### src/rtl/bus_rx_pkg.sv
// Shared types and default constants for the bus receive endpoint.
package bus_rx_pkg;

  localparam int DEF_WIDTH = 8;
  localparam int DEF_DEPTH = 4;
  localparam int DEF_TURN  = 1;
  localparam int BLEN_W    = 4;

  typedef enum logic [1:0] {
    S_IDLE    = 2'd0,
    S_CAPTURE = 2'd1,
    S_TURN    = 2'd2
  } state_t;

endpackage

### src/rtl/sync_fifo.sv
// Single-clock show-ahead FIFO; a push into a full FIFO is accepted only
// when a pop happens on the same edge.
module sync_fifo
  import bus_rx_pkg::*;
#(
  parameter int WIDTH = DEF_WIDTH,
  parameter int DEPTH = DEF_DEPTH
) (
  input  logic                     clk,
  input  logic                     rst_n,
  input  logic                     i_push,
  input  logic                     i_pop,
  input  logic [WIDTH-1:0]         i_wdata,
  output logic [WIDTH-1:0]         o_rdata,
  output logic                     o_full,
  output logic                     o_empty,
  output logic [$clog2(DEPTH):0]   o_count
);

  localparam int AW = $clog2(DEPTH);
  localparam int CW = AW + 1;

  logic [WIDTH-1:0] r_mem [DEPTH];
  logic [AW-1:0]    r_wr_ptr;
  logic [AW-1:0]    r_rd_ptr;
  logic [CW-1:0]    r_count;
  logic             w_push;
  logic             w_pop;

  assign o_full  = (r_count == CW'(DEPTH));
  assign o_empty = (r_count == '0);
  assign o_count = r_count;
  assign w_pop   = i_pop & ~o_empty;
  assign w_push  = i_push & (~o_full | w_pop);
  // Head is forced to zero while empty so the port reads 0 out of reset.
  assign o_rdata = o_empty ? '0 : r_mem[r_rd_ptr];

  // Storage write; no reset needed since the head is masked while empty.
  always_ff @(posedge clk) begin
    if (w_push) r_mem[r_wr_ptr] <= i_wdata;
  end

  // Pointer and occupancy tracking; pointers wrap naturally at DEPTH.
  always_ff @(posedge clk or negedge rst_n) begin
    if (!rst_n) begin
      r_wr_ptr <= '0;
      r_rd_ptr <= '0;
      r_count  <= '0;
    end else begin
      if (w_push) r_wr_ptr <= r_wr_ptr + AW'(1);
      if (w_pop)  r_rd_ptr <= r_rd_ptr + AW'(1);
      case ({w_push, w_pop})
        2'b10:   r_count <= r_count + CW'(1);
        2'b01:   r_count <= r_count - CW'(1);
        default: r_count <= r_count;
      endcase
    end
  end

endmodule

### src/rtl/bus_rx_port.sv
// Receive endpoint of the shared tri-state data bus: burst tracking,
// turnaround enforcement, FIFO buffering and driver back-pressure.
//
// state     | meaning
// S_IDLE    | bus quiet, a sampled bus_en starts a burst
// S_CAPTURE | burst in progress, every bus_en edge is a push
// S_TURN    | turnaround gap, bus_en here is a protocol error
module bus_rx_port
  import bus_rx_pkg::*;
#(
  parameter int WIDTH = DEF_WIDTH,
  parameter int DEPTH = DEF_DEPTH,
  parameter int TURN  = DEF_TURN
) (
  input  logic              clk,
  input  logic              rst_n,
  input  logic [WIDTH-1:0]  bus,
  input  logic              bus_en,
  output logic              bus_hold,
  output logic [WIDTH-1:0]  rd_data,
  output logic              rd_valid,
  input  logic              rd_ready,
  output logic [BLEN_W-1:0] burst_len,
  output logic              burst_done,
  output logic              overflow,
  output logic              proto_err,
  input  logic              clr_err
);

  localparam int CW = $clog2(DEPTH) + 1;
  localparam int TW = (TURN > 1) ? $clog2(TURN) : 1;
  localparam logic [TW-1:0] TURN_LOAD = TW'((TURN > 0) ? TURN - 1 : 0);
  localparam logic [BLEN_W-1:0] BLEN_MAX = '1;

  state_t            r_state;
  logic [TW-1:0]     r_turn_cnt;
  logic [BLEN_W-1:0] r_word_cnt;
  logic [BLEN_W-1:0] r_burst_len;
  logic              r_burst_done;
  logic              r_overflow;
  logic              r_proto_err;
  logic              r_hold;

  logic              w_full;
  logic              w_empty;
  logic [CW-1:0]     w_count;
  logic [CW-1:0]     w_cnt_next;
  logic              w_push_req;
  logic              w_push_ok;
  logic              w_pop;

  assign w_push_req = bus_en & (r_state != S_TURN);
  assign w_pop      = ~w_empty & rd_ready;
  assign w_push_ok  = w_push_req & (~w_full | w_pop);
  assign w_cnt_next = w_count + CW'(w_push_ok) - CW'(w_pop);

  sync_fifo #(
    .WIDTH (WIDTH),
    .DEPTH (DEPTH)
  ) u_fifo (
    .clk     (clk),
    .rst_n   (rst_n),
    .i_push  (w_push_ok),
    .i_pop   (w_pop),
    .i_wdata (bus),
    .o_rdata (rd_data),
    .o_full  (w_full),
    .o_empty (w_empty),
    .o_count (w_count)
  );

  // Burst FSM with word counter, burst length latch and done pulse.
  always_ff @(posedge clk or negedge rst_n) begin
    if (!rst_n) begin
      r_state      <= S_IDLE;
      r_turn_cnt   <= '0;
      r_word_cnt   <= '0;
      r_burst_len  <= '0;
      r_burst_done <= 1'b0;
    end else begin
      r_burst_done <= 1'b0;
      case (r_state)
        S_IDLE: begin
          if (bus_en) begin
            r_state    <= S_CAPTURE;
            r_word_cnt <= w_push_ok ? BLEN_W'(1) : '0;
          end
        end
        S_CAPTURE: begin
          if (bus_en) begin
            if (w_push_ok && r_word_cnt != BLEN_MAX) r_word_cnt <= r_word_cnt + BLEN_W'(1);
          end else begin
            r_burst_len  <= r_word_cnt;
            r_burst_done <= 1'b1;
            if (TURN == 0) begin
              r_state <= S_IDLE;
            end else begin
              r_state    <= S_TURN;
              r_turn_cnt <= TURN_LOAD;
            end
          end
        end
        S_TURN: begin
          if (r_turn_cnt == '0) r_state <= S_IDLE;
          else                  r_turn_cnt <= r_turn_cnt - TW'(1);
        end
        default: r_state <= S_IDLE;
      endcase
    end
  end

  // Sticky error flags (clear wins) and registered hold with one word of slack.
  always_ff @(posedge clk or negedge rst_n) begin
    if (!rst_n) begin
      r_overflow  <= 1'b0;
      r_proto_err <= 1'b0;
      r_hold      <= 1'b0;
    end else begin
      r_hold <= (w_cnt_next >= CW'(DEPTH - 1));
      if (clr_err) begin
        r_overflow  <= 1'b0;
        r_proto_err <= 1'b0;
      end else begin
        if (w_push_req && !w_push_ok)        r_overflow  <= 1'b1;
        if (r_state == S_TURN && bus_en)     r_proto_err <= 1'b1;
      end
    end
  end

  assign rd_valid   = ~w_empty;
  assign bus_hold   = r_hold;
  assign burst_len  = r_burst_len;
  assign burst_done = r_burst_done;
  assign overflow   = r_overflow;
  assign proto_err  = r_proto_err;

endmodule

### config.mk
export PLATFORM = sky130hd
export DESIGN_NAME = bus_rx_port
export DESIGN_NICKNAME = d
export VERILOG_FILES = /design/src/rtl/bus_rx_pkg.sv /design/src/rtl/sync_fifo.sv /design/src/rtl/bus_rx_port.sv
export SDC_FILE = /design/constraint.sdc
export NUM_CORES = 1
export LEC_CHECK = 0
export BUFFER_PORTS_ARGS = -buffer_cell sky130_fd_sc_hd__buf_4
export CAP_MARGIN = 5
export CORE_MARGIN = 1
export CORE_UTILIZATION = 51
export DETAILED_ROUTE_END_ITERATION = 16
export GPL_ROUTABILITY_DRIVEN = 0
export PLACE_DENSITY_LB_ADDON = 0.25
export SLEW_MARGIN = 10
export SYNTH_ARGS = -nofsm -noshare
export SYNTH_HDL_FRONTEND = slang
export SYNTH_SLANG_ARGS = --single-unit
### constraint.sdc
create_clock -name clk -period 2.2 [get_ports clk]
set_input_delay 0.22 -clock clk [delete_from_list [all_inputs] [get_ports clk]]
set_output_delay 0.22 -clock clk [all_outputs]
set_load 0.01 [all_outputs]
==> Word-level counts from Yosys, hierarchy flattened <==
Memory sizes are Yosys's and may differ from the RTL's.
Index checks and enable logic that the tools add are counted.
{ "totals": {"register_bits": 22, "latch_bits": 0, "mem_bits_rw": 32, "mem_bits_ro": 0, "inputBits": 13, "mem_count": 1} }
{ "op_classes": {"add_sub_neg": 8, "multipliers": 0, "div": 0, "n_lt_le_gt_ge": 1, "n_eq_ne": 12, "shift": 0, "muxes": 22, "n_bitwise": 10, "n_reduce_logical": 15} }
{ "memory_table": {"columns": ["memory", "words", "word_bits", "read_ports", "rd_clocked_by_memory_dff", "wr", "line", "source"], "rows": [
  ["u_fifo.r_mem", 4, 8, 1, 0, 1, "sync_fifo.sv:23", "logic [WIDTH-1:0] r_mem [DEPTH];"]
]} }
{ "op_table": {"columns": ["op", "n"], "rows": [
  ["2-to-1 mux 4 bit", 3],
  ["inequality test 2 bit (second input constant)", 6],
  ["2-to-1 mux 1 bit", 11],
  ["nonzero test 2 bit", 5],
  ["2-to-1 mux 8 bit", 1],
  ["one-hot mux 4 bit (2 select lines)", 1],
  ["2-to-1 mux 2 bit", 3],
  ["one-hot mux 2 bit (3 select lines)", 1],
  ["one-hot mux 3 bit (2 select lines)", 1],
  ["bitwise AND 1 bit", 5],
  ["adder 2 x 1 -> 2 bit (second input constant)", 2],
  ["adder 4 x 1 -> 4 bit (second input constant)", 1],
  ["== test 2 x 1 -> 1 bit (second input constant)", 2],
  ["== test 2 bit (second input constant)", 2],
  ["inequality test 4 bit (second input constant)", 1],
  ["AND reduction 2 bit", 2],
  ["AND reduction 4 bit", 1],
  ["adder 3 x 1 -> 3 bit", 1],
  ["adder 3 x 1 -> 3 bit (second input constant)", 1],
  ["== test 3 bit (second input constant)", 1],
  ["greater-or-equal comparator 3 x 2 -> 1 bit (second input constant)", 1],
  ["logical AND 1 bit", 3],
  ["zero test 3 bit", 1],
  ["NOT 1 bit", 3],
  ["8 further kinds", 9]
]} }

==> Depth between registers and ports, before layout <==
Gate-level depths: netlist (run 1).
{ "logic_depth": {"word_depth": 9, "ltp_mapped": 11, "depth_no_buf": 10} }

==> Modules after synthesis <==
A second synthesis (run 1) with hierarchy kept.
{ "hier_totals": {"cells_unflattened": 150, "hier_area_um2": 2366.0} }
{ "modules_own_cells": {"columns": ["module", "instances", "cells_each", "area_per_inst_um2", "seq_area_each_um2"], "rows": [
  ["sync_fifo", 1, 90, 1645.3, 1136.1],
  ["bus_rx_port", 1, 60, 720.7, 350.3]
]} }

==> Worst setup path before layout (run 1) <==
No wires, ideal clock.
{ "synth_path": {"path_kind": "register to register", "from": "register u_fifo.r_count[0] (netlist: u_fifo.o_count[0])", "to": "register r_hold (netlist: bus_hold)", "arrival_time_ns": 2.375, "t_required_ns": 2.080, "slack_ns": -0.295, "path_stages_with_launch": 11, "n_path_buf": 1, "cell_sequence": "dfrtp_1 > or3_1 > clkbuf_1 > and2_1 > ha_1 > inv_1 > ha_1 > fa_1 > xnor2_1 > xnor2_1 > nand2_1"} }
{ "synth_via": {"elab_chain_len": 8} }
{ "synth_rtl": {"columns": ["item", "line", "source"], "rows": [
  ["from (decl)", "sync_fifo.sv:26", "logic [CW-1:0] r_count;"],
  ["from (signal assigned)", "sync_fifo.sv:53", "2'b10: r_count <= r_count + CW'(1);"],
  ["from (signal assigned)", "sync_fifo.sv:54", "2'b01: r_count <= r_count - CW'(1);"],
  ["from (signal assigned)", "sync_fifo.sv:55", "default: r_count <= r_count;"],
  ["zero test 3 bit (*)", "sync_fifo.sv:31", "assign o_empty = (r_count == '0);"],
  ["NOT 1 bit (*)", null, null],
  ["via rd_valid", "bus_rx_port.sv:21", "output logic rd_valid,"],
  ["bitwise AND 1 bit (*)", "bus_rx_port.sv:53", "assign w_pop = ~w_empty & rd_ready;"],
  ["bitwise OR 1 bit", "bus_rx_port.sv:54", "assign w_push_ok = w_push_req & (~w_full | w_pop);"],
  ["bitwise AND 1 bit", "bus_rx_port.sv:54", null],
  ["adder 3 x 1 -> 3 bit", "bus_rx_port.sv:55", "assign w_cnt_next = w_count + CW'(w_push_ok) - CW'(w_pop);"],
  ["subtractor 3 x 1 -> 3 bit (*)", "bus_rx_port.sv:55", null],
  ["greater-or-equal comparator 3 x 2 -> 1 bit (*)", "bus_rx_port.sv:119", "r_hold <= (w_cnt_next >= CW'(DEPTH - 1));"],
  ["to (signal assigned)", "bus_rx_port.sv:119", null],
  ["to (decl)", "bus_rx_port.sv:42", "logic r_hold;"]
]} }
The timed path passes the listed nets; every way through them passes the cells marked *.
A chain may end at the register's enable or synchronous reset.

==> Final worst setup path (run 1) <==
{ "layout_path": {"from": "register u_fifo.r_count[1] (netlist: u_fifo.o_count[1])", "to": "register r_hold (netlist: bus_hold)"} }
{ "layout_via": {"elab_chain_len": 8} }
{ "layout_rtl": {"columns": ["item", "line"], "rows": [
  ["zero test 3 bit", "sync_fifo.sv:31"],
  ["NOT 1 bit", "bus_rx_port.sv:53"],
  ["bitwise AND 1 bit", "bus_rx_port.sv:53"],
  ["bitwise OR 1 bit", "bus_rx_port.sv:54"],
  ["bitwise AND 1 bit", "bus_rx_port.sv:54"],
  ["adder 3 x 1 -> 3 bit", "bus_rx_port.sv:55"],
  ["subtractor 3 x 1 -> 3 bit (*)", "bus_rx_port.sv:55"],
  ["greater-or-equal comparator 3 x 2 -> 1 bit (*)", "bus_rx_port.sv:119"]
]} }
Every way passes the cells marked *; elsewhere a longest branch is shown, timed or not.

==> results of run 1 <==
==> kinds of logic after synthesis <==
group	Yosys count
buffers and inverters	16
AO/OA/AOI/OAI	12
flip-flops	53
multiplexers	13
AND/OR/NAND/NOR	40
XOR/XNOR	8
adder cells (fa/ha/maj)	10
==> metrics by stage <==
step / utilization [%] / worst slack [ns] / hold WS, ns / total power, W / instance area [sq um]
final: 66.12 / -0.01751 / 0.06995 / 0.003405 / 2899
after global routing: 66.12 / -0.1120 / 0.07605 / 0.003628 / 2899
after CTS: 65.78 / 0.002724 / 0.06294 / 0.003432 / 2884
after detailed placement: 62.47 / -0.06364 / 0.1267 / 0.002840 / 2739
after global placement: 62.47 / 0.01313 / 0.1153 / 0.002766 / 2739
after floorplan: - / -0.1624 / -0.07559 / 0.002298 / 2394
==> cell usage after synthesis (2+ instances only) <==
cell type  count  area [sq um]
a21oi_1        2         10.01
a31oi_1        2         12.51
and2_1        10         62.56
and2_2         4         30.03
buf_2          2         10.01
clkbuf_1       2         7.510
dfrtp_1       21         525.5
edfxtp_1      32         960.9
fa_1           2         40.04
ha_1           8         100.1
inv_1         10         37.54
mux2_2         4         45.04
mux4_2         8         180.2
nand2_1        8         30.03
nand3_1        2         10.01
nor2_1         4         15.01
nor3_1         2         10.01
o21ai_0        2         10.01
o31ai_1        2         15.01
xnor2_1        5         43.79
xor2_1         3         26.28
==> sequential cells by signal (all words and copies together) (netlist names) <==
register,flops
u_fifo.r_wr_ptr,2
u_fifo.r_rd_ptr,2
proto_err,1
r_state,2
bus_hold,1
burst_done,1
u_fifo.o_count,3
overflow,1
r_word_cnt,4
u_fifo.r_mem,32
burst_len,4
==> power breakdown <==
| part | internal [W] | total, W | leakage, nW | switching [W] |
|---|---|---|---|---|
| sequential | 0.00129 | 0.00142 | 0.557 | 0.000139 |
| combinational | 0.000809 | 0.00144 | 0.596 | 0.000633 |
| clock | 0.000227 | 0.000538 | 0.0414 | 0.000312 |
==> worst register-to-register path, cell delays in order (launching register included) <==
cell	delay, ns
dfrtp_1	0.42
buf_6	0.13
nor4b_4	0.38
nor3_4	0.11
inv_4	0.08
ha_4	0.13
inv_2	0.04
ha_4	0.15
fa_2	0.35
xnor2_2	0.14
xnor2_1	0.13
nand2_1	0.07
==> per-layer routing <==
metal | global-route usage [%] | vias to the layer above | part of all wire [%]
li1 | - | 646 | -
met1 | 26.14 | 706 | 45
met2 | 30.66 | 33 | 50
met3 | 4.070 | 5 | 4.1
met4 | 6.222 | 0 | 1.1
met5 | 0 | - | 0
==> repair_timing <==
action | CTS | global route
hold buffers | 1 | 0
setup endpoints to repair | 2 | 2
pin swaps | 9 | 3
endpoints found under the hold margin | 21 | 0
setup buffers | 3 | 2
gates resized for setup | 7 | 0
cloned | 0 | 0
==> layout by cell type (no fill, tap or decap), types with 3 or more instances in the layout <==
master    count
buf_4        45
edfxtp_1     32
dfrtp_1      20
and2_1        9
mux4_2        8
nand2_1       8
inv_1         7
ha_1          5
clkbuf_8      5
inv_2         4
and2_2        4
xnor2_1       4
nor2_1        4
mux2_2        4
xor2_1        3
ha_4          3
==> how the worst max path moves through the flow <==
stage                         end  cells after the start  slack (ns)
2_1_floorplan  bus_hold$_DFF_PN0_                     10       -0.16
3_3_place_gp   bus_hold$_DFF_PN0_                      9        0.01
3_5_place_dp   bus_hold$_DFF_PN0_                      9       -0.06
4_1_cts        bus_hold$_DFF_PN0_                     11       0.003
5_1_grt        bus_hold$_DFF_PN0_                     11       -0.11
6_report       bus_hold$_DFF_PN0_                     11       -0.02
==> final cells by class <==
| type | count | area (sq um) |
|---|---|---|
| repair buffers | 47 | 359.1 |
| clock inverters | 2 | 16.27 |
| multi-input cells | 83 | 850.8 |
| well taps | 52 | 65.06 |
| flip-flops and latches | 53 | 1488 |
| fillers | 321 | 1485 |
| clock buffers | 6 | 72.57 |
| inverters | 12 | 47.55 |
==> metrics, run 1 <==
status complete, but fails checks; violated checks setup timing; Post-synth EDFFs 32; Clock Pin Slew Worst Setup and Hold Paths roughly 0.090 ns; pin count of the biggest net entering global routing 22; sequential element share of the synthesized area approximately 63%; mux contribution to synthesized area approximately a tenth; VDD IR max ~0.56 mV; Num CTS Buffers 5; WP buf/inv 3; Synth Area in Compound Gates 3.735%; post-synthesis cell area about 2300 sq um; Die H 69.81 um; CP required ~2.4 ns; wire length per cell roughly 16 um; layout cell share with drive strength beyond 1 between 40% and 50%; routed via count between 1k and 1.5k; Mapped Cells approximately 150; Max Cap Viol 0; core box area 4384 sq um; crit-path max FO 3; RSZ-0062 raised after global routing true; syn avg cell area 15.43 sq um; max frequency between 0.4 and 0.5 GHz; Yosys Warn Count 0; dpl hpwl ~2900 um; Worst slew margin between 70% and 80%; R2R Setup Slk -0.02 ns; Leakage Power about 1.2 nW; Final Cycle Share 100.8%; first-pass GRT wire length roughly 7000 um; Synth Area in XOR/XNOR roughly 3.0%; I/O pin total 30; row count 24; most common flop cell mapped by yosys edfxtp_1; Hold Startpoint clr_err; Worst Path Arrival about 2.4 ns; adder-cell share of the synthesized area 5.977%; Synth Register Bits between 50 and 60; Die W about 70 um; Setup CP Type reg -> reg; Final setup viols 1; final wirelength 4178 um; Global Route Usage Sum about a fifth; worst-skew pair later-pin latency 0.31 ns; Via density 5.451; diodes inserted 0; fin. max-slew vios 0; crit end category register; DIE AREA about 4900 sq um; sum of negative setup slack -0.01751 ns; Worst R2R Path Depth 11; DRT iter0 DRCs between 90 and 100; starting density of the core between 50% and 60%; PD cells about 1200 nW/um^2; CP delay by family, top adder cells; Final min period around 2.2 ns; clk sinks 53; Layout Nets 225; Cell Count, Final, Fillers Out ~260; Final Hold Viols 0; simple-gate share of the synthesized area between 10 and 15%; crit start category register; largest family of logic cells by synthesized area simple AND/OR/NAND/NOR gates; Port Buffers 29; ys async rst share a little under 40%; Slew @ Worst Pin 0.4348 ns; Worst Skew approximately 0.01 ns; Area Growth Syn to Fin 23.64%; critical path launch point u_fifo.o_count[1]$_DFFE_PN0P_; H-tree Lvls 2; Hold Crit Class in -> reg; dpl cells roughly 240; Clock Tree Buf Depth 2; Reg-to-Reg Start u_fifo.o_count[1]$_DFFE_PN0P_; hold endpoint proto_err$_DFFE_PN0P_; worst hold path cell count 2; slowest CP cell dfrtp_1; clock root cell clkbuf_8; Mapped Nets ~180; initial antenna violation count 0; antenna viol nets, final 0; Pre-antenna DRT Iters 4; CTS tree built; critical path, cell by cell buf_6 > nor4b_4 > nor3_4 > inv_4 > ha_4 > inv_2 > ha_4 > fa_2 > xnor2_2 > xnor2_1 > nand2_1; final worst setup slack -0.01751 ns; Synth cell types 38; slowest stage delay, CP 0.42 ns; GR Overflow Total 0; R2R Path End bus_hold$_DFF_PN0_; # DRC 0; number of global-route vias before repair around 1.4k; cell mode on critical path ha_4
(Power assumes the default switching activity.)
==> run 2: changes to the inputs <==
--- a/constraint.sdc
+++ b/constraint.sdc
@@ -3,2 +3,2 @@
 set_output_delay 0.22 -clock clk [all_outputs]
-set_load 0.01 [all_outputs]
+set_load 0.05 [all_outputs]
==> run 2 against run 1 <==
Compared with the run above:
- the flow still finishes with violations (setup timing)
- cell area up 0.26%
- critical endpoint unchanged
- worst hold slack got worse by 0.011 ns
- highest routed layer unchanged
- sequential share of layout area down 0.13 points
- clock skew about the same
- register-to-register slack worse by 0.02 ns
- routed wire length fell by 3.4%
- largest power group unchanged
- first-iteration DRC count down 34%
- sequential power about the same
- power rose by 14%
- final cell count rose by 0.78%
- via count down 2.1%
- core utilization rose by 0.17 points
==> metrics, run 2 (synthesized netlist as in run 1, its figures left out) <==
status complete, but fails checks; violated checks setup timing; max reg flops 32; Worst slew margin 70.61%; I/O pin total 30; most used cells in the layout excluding fill and tap cells 48 x buf_4, 32 x edfxtp_1, 20 x dfrtp_1; antenna viol nets, final 0; Final min period between 2 and 2.5 ns; cell mode on critical path ha_4; layout cell share with drive strength beyond 1 43.41%; Cell Count, Final, Fillers Out about 260; slowest CP cell dfrtp_2; GR Overflow Total 0; register area 1488 sq um; crit start category register; final wirelength just over 4000 um; RSZ-0062 raised after global routing true; dpl cells roughly 240; worst slack, placed -0.08814 ns; Num CTS Buffers 5; most common cell after layout, fill and taps aside buf_4; Pre-antenna DRT Iters 4; Worst Skew slightly below 0.01 ns; starting density of the core about 53%; crit-path max FO 3; clk sinks 53; multi-input logic area between 800 and 900 sq um; Layout Nets 227; Fillers 310; clock root cell clkbuf_8; DIE AREA 4873 sq um; Area Growth Syn to Fin 23.96%; slowest stage delay, CP ~0.43 ns; # DRC 0; diodes inserted 0; Final setup viols 1; Most flops, register u_fifo.r_mem; first-pass GRT wire length 6969 um; PD cells about 1300 nW/um^2; Port Buffers 29; critical path, cell by cell or3_4 > and2_4 > ha_4 > inv_2 > ha_4 > fa_2 > xnor2_2 > xnor2_1 > nand2_1; H-tree Lvls 2; CTS tree built; worst-skew pair later-pin latency around 0.31 ns; Die H 69.81 um; CP required ~2.4 ns; number of global-route vias before repair ~1.5k; Global Route Usage Sum around a fifth; Final Cycle Share 101.9%; max frequency between 0.4 and 0.5 GHz; Slew @ Worst Pin roughly 0.44 ns; Die W 69.81 um; Leakage Power about 1.2 nW; pin count of the biggest net entering global routing 22; Setup CP Type reg -> reg; Clock Pin Slew Worst Setup and Hold Paths 0.10 ns; Via density 5.296; sum of negative setup slack -0.04133 ns; wire length per cell approximately 16 um; Max Cap Viol 0; Total Power approximately 0.004 W; dpl hpwl approximately 2800 um; crit end category register; DRT iter0 DRCs a little over 60; row count 24; initial antenna violation count 0; VDD IR max about 0.66 mV; core box area 4384 sq um; Final Hold Viols 0; final worst setup slack -0.04133 ns; Hold Crit Class in -> reg; routed via count 1361; Worst Path Arrival between 2 and 2.5 ns; fin. max-slew vios 0; Clock Tree Buf Depth 2
## run 2: where the power goes
| part | internal, W | switching, W | total, W |
|---|---|---|---|
| Clock | 0.000232 | 0.000330 | 0.000562 |
| Sequential | 0.00128 | 0.000129 | 0.00141 |
| Combinational | 0.000825 | 0.00108 | 0.00191 |
## run 2: layout make-up
cell class / count / area share [%]
inverters: 12 / 1.636
multi-input cells: 83 / 28.93
clock inverters: 3 / 0.9040
flip-flops and latches: 53 / 51.18
repair buffers: 49 / 12.74
clock buffers: 5 / 2.368
well taps: 52 / 2.238
## run 2: worst paths after layout
kind,startpoint,to,slack [ns],cells past startpoint
max in group asynchronous,rst_n,u_fifo.o_count[0]$_DFFE_PN0P_,1.64,2
min in group asynchronous,rst_n,bus_hold$_DFF_PN0_,0.32,2
setup / recovery,u_fifo.o_count[0]$_DFFE_PN0P_,bus_hold$_DFF_PN0_,-0.04,9
setup reg to reg,u_fifo.o_count[0]$_DFFE_PN0P_,bus_hold$_DFF_PN0_,-0.04,9
hold / removal,clr_err,proto_err$_DFFE_PN0P_,0.06,2
hold reg to reg,proto_err$_DFFE_PN0P_,proto_err$_DFFE_PN0P_,0.51,2
## run 2: critical path: cells and delay by family, from the launching register on
kind / cells / cell delay (ns)
buffers and inverters: 1 / 0.04
DFF: 1 / 0.43
xor gates and xnor gates: 2 / 0.31
and+or+nand+nor: 3 / 0.61
adders and majority gates: 3 / 0.74
## run 2: routing by layer
| metal | track usage [%] | part of all wire (%) | vias up |
|---|---|---|---|
| li1 | - | - | 647 |
| met1 | 24.50 | 43 | 679 |
| met5 | 0 | 0 | - |
| met4 | 6.667 | 1.4 | 0 |
| met2 | 30.24 | 50 | 29 |
| met3 | 5.523 | 4.6 | 6 |
## run 2: what timing repair did
action	in CTS	in global routing
cloned	0	0
pin swaps	9	5
hold buffers	1	0
buffers inserted	5	1
gates resized for setup	1	2
hold endpoints to repair	21	0
endpoints found under the setup margin	2	2
## run 2: stage by stage
stage	hold WS, ns	util, %	area (sq um)
global route	0.05772	66.30	2907
floorplan	-0.07559	-	2394
global placement	0.1158	62.64	2746
finish	0.05904	66.30	2907
CTS	0.05044	65.95	2892
detailed placement	0.1219	62.64	2746
==> run 3: changes to the inputs <==
REMOVE_ABC_BUFFERS = 1   (was not set)
==> run 3 against run 2 <==
Compared with the run above:
- critical path type unchanged
- fmax up 1.5%
- flip-flop and latch count unchanged
- sequential power about the same
- clock power down 5.3%
- via count unchanged
- routed wire length up 3.2%
- count of clock-buffer cells in the layout up 1
- sequential share of layout area about the same
- the run still ends with setup timing left
==> metrics, run 3 (synthesized netlist as in run 1, its figures left out) <==
most common cell after layout, fill and taps aside buf_4; Setup CP Type reg -> reg; violated checks setup timing; Port Buffers 29; Final Hold Viols 0; layout cell share with drive strength beyond 1 a little over two fifths; wire length per cell about 16 um; Global Route Usage Sum a little under a fifth; crit-path max FO 3; Worst R2R Path Depth 11; first-pass GRT wire length 7079 um; Layout Nets approximately 230; antenna viol nets, final 0; Clock Pin Slew Worst Setup and Hold Paths approximately 0.09 ns; clk sinks 53; Final setup viols 1; Via density roughly 5.3; Leakage Power between 1 and 1.5 nW; max frequency around 0.45 GHz; Area Growth Syn to Fin 23.80%; Die H ~70 um; Total Power approximately 0.0039 W; CP required 2.40 ns; fin. max-slew vios 0; worst-skew pair later-pin latency 0.30 ns; number of global-route vias before repair between 1k and 1.5k; Final min period approximately 2.2 ns; core box area 4384 sq um; Num CTS Buffers 5; GR Overflow Total 0; Worst Skew 0.005534 ns; initial antenna violation count 0; Clock Tree Buf Depth 2; worst hold path cell count 2; routed via count approximately 1.4k; most used cells in the layout excluding fill and tap cells 48 x buf_4, 32 x edfxtp_1, 21 x dfrtp_1; Most flops, register u_fifo.r_mem; max reg flops 32; clock root cell clkbuf_8; DRT iter0 DRCs 77; Worst Path Arrival between 2 and 2.5 ns; H-tree Lvls 2; final wirelength ~4200 um; PD cells 1334 nW/um^2; Final Cycle Share 100.4%; Die W 69.81 um; VDD IR max 0.5843 mV; Slew @ Worst Pin ~0.45 ns; dpl hpwl slightly below 3000 um; Hold Crit Class in -> reg; Worst slew margin between 70% and 80%; crit start category register; diodes inserted 0; I/O pin total 30; DIE AREA approximately 5000 sq um; RSZ-0062 raised after global routing true; pin count of the biggest net entering global routing 22; crit end category register; CTS tree built; final worst setup slack -0.007828 ns; worst slack, placed -0.1449 ns; Hold Slack 0.06525 ns; starting density of the core 53.48%; Pre-antenna DRT Iters 4; Max Cap Viol 0; row count 24; status complete, but fails checks; # DRC 0
==> run 3: worst paths after layout <==
kind | from | slack, ns | end
max in group asynchronous | rst_n | 1.64 | proto_err$_DFFE_PN0P_
min in group asynchronous | rst_n | 0.34 | u_fifo.r_rd_ptr[0]$_DFFE_PN0P_
hold reg to reg | burst_len[0]$_DFFE_PN0P_ | 0.51 | burst_len[0]$_DFFE_PN0P_
hold / removal | clr_err | 0.07 | overflow$_DFFE_PN0P_
setup / recovery | u_fifo.o_count[0]$_DFFE_PN0P_ | -0.008 | bus_hold$_DFF_PN0_
setup reg to reg | u_fifo.o_count[0]$_DFFE_PN0P_ | -0.008 | bus_hold$_DFF_PN0_
==> run 3: layout make-up <==
type	count	area [sq um]
timing repair buffer	50	381.6
multi-input combinational	83	833.3
clock inverter	2	13.76
fill	328	1481
clock buffer	6	72.57
sequential	53	1486
inverter	12	50.05
tap	52	65.06
==> run 3: what timing repair did <==
| item | 4_1_cts | 5_1_grt |
|---|---|---|
| resized for setup | 5 | 6 |
| endpoints found under the setup margin | 2 | 2 |
| hold buffers | 1 | 0 |
| buffers inserted | 3 | 2 |
| pin swaps | 8 | 9 |
| hold endpoints to repair | 21 | 0 |
==> run 3: where the power goes <==
group          internal, W  leakage [nW]  switching, W  total, W
sequential         0.00128         0.558      0.000125   0.00141
clock             0.000227        0.0456      0.000305  0.000532
combinational     0.000837         0.606       0.00110   0.00193
==> run 3: critical path, stage by stage, from the launching register on <==
cell	delay, ns
dfrtp_1	0.41
buf_6	0.13
nor4b_4	0.37
nor3_4	0.10
inv_4	0.08
ha_4	0.13
inv_4	0.03
ha_4	0.14
fa_2	0.35
xnor2_2	0.15
xnor2_1	0.15
nand2_1	0.06
==> run 3: routing by layer <==
layer,global-route usage (%),routed length (um),up-vias
met4,6.667,70,0
met2,31.52,2097,22
li1,-,-,653
met1,25.35,1863,679
met5,0,0,-
met3,4.215,133,7
==> run 3: metrics by stage <==
step / TNS, ns / instances / area, sq um / utilization, %
floorplan: -0.6354 / 148 / 2327 / -
global placement: -0.03388 / 244 / 2723 / 62.10
detailed placement: -0.1579 / 244 / 2723 / 62.10
CTS: -0.07196 / 256 / 2859 / 65.21
global route: -0.1690 / 258 / 2903 / 66.21
finish: -0.007828 / 258 / 2903 / 66.21
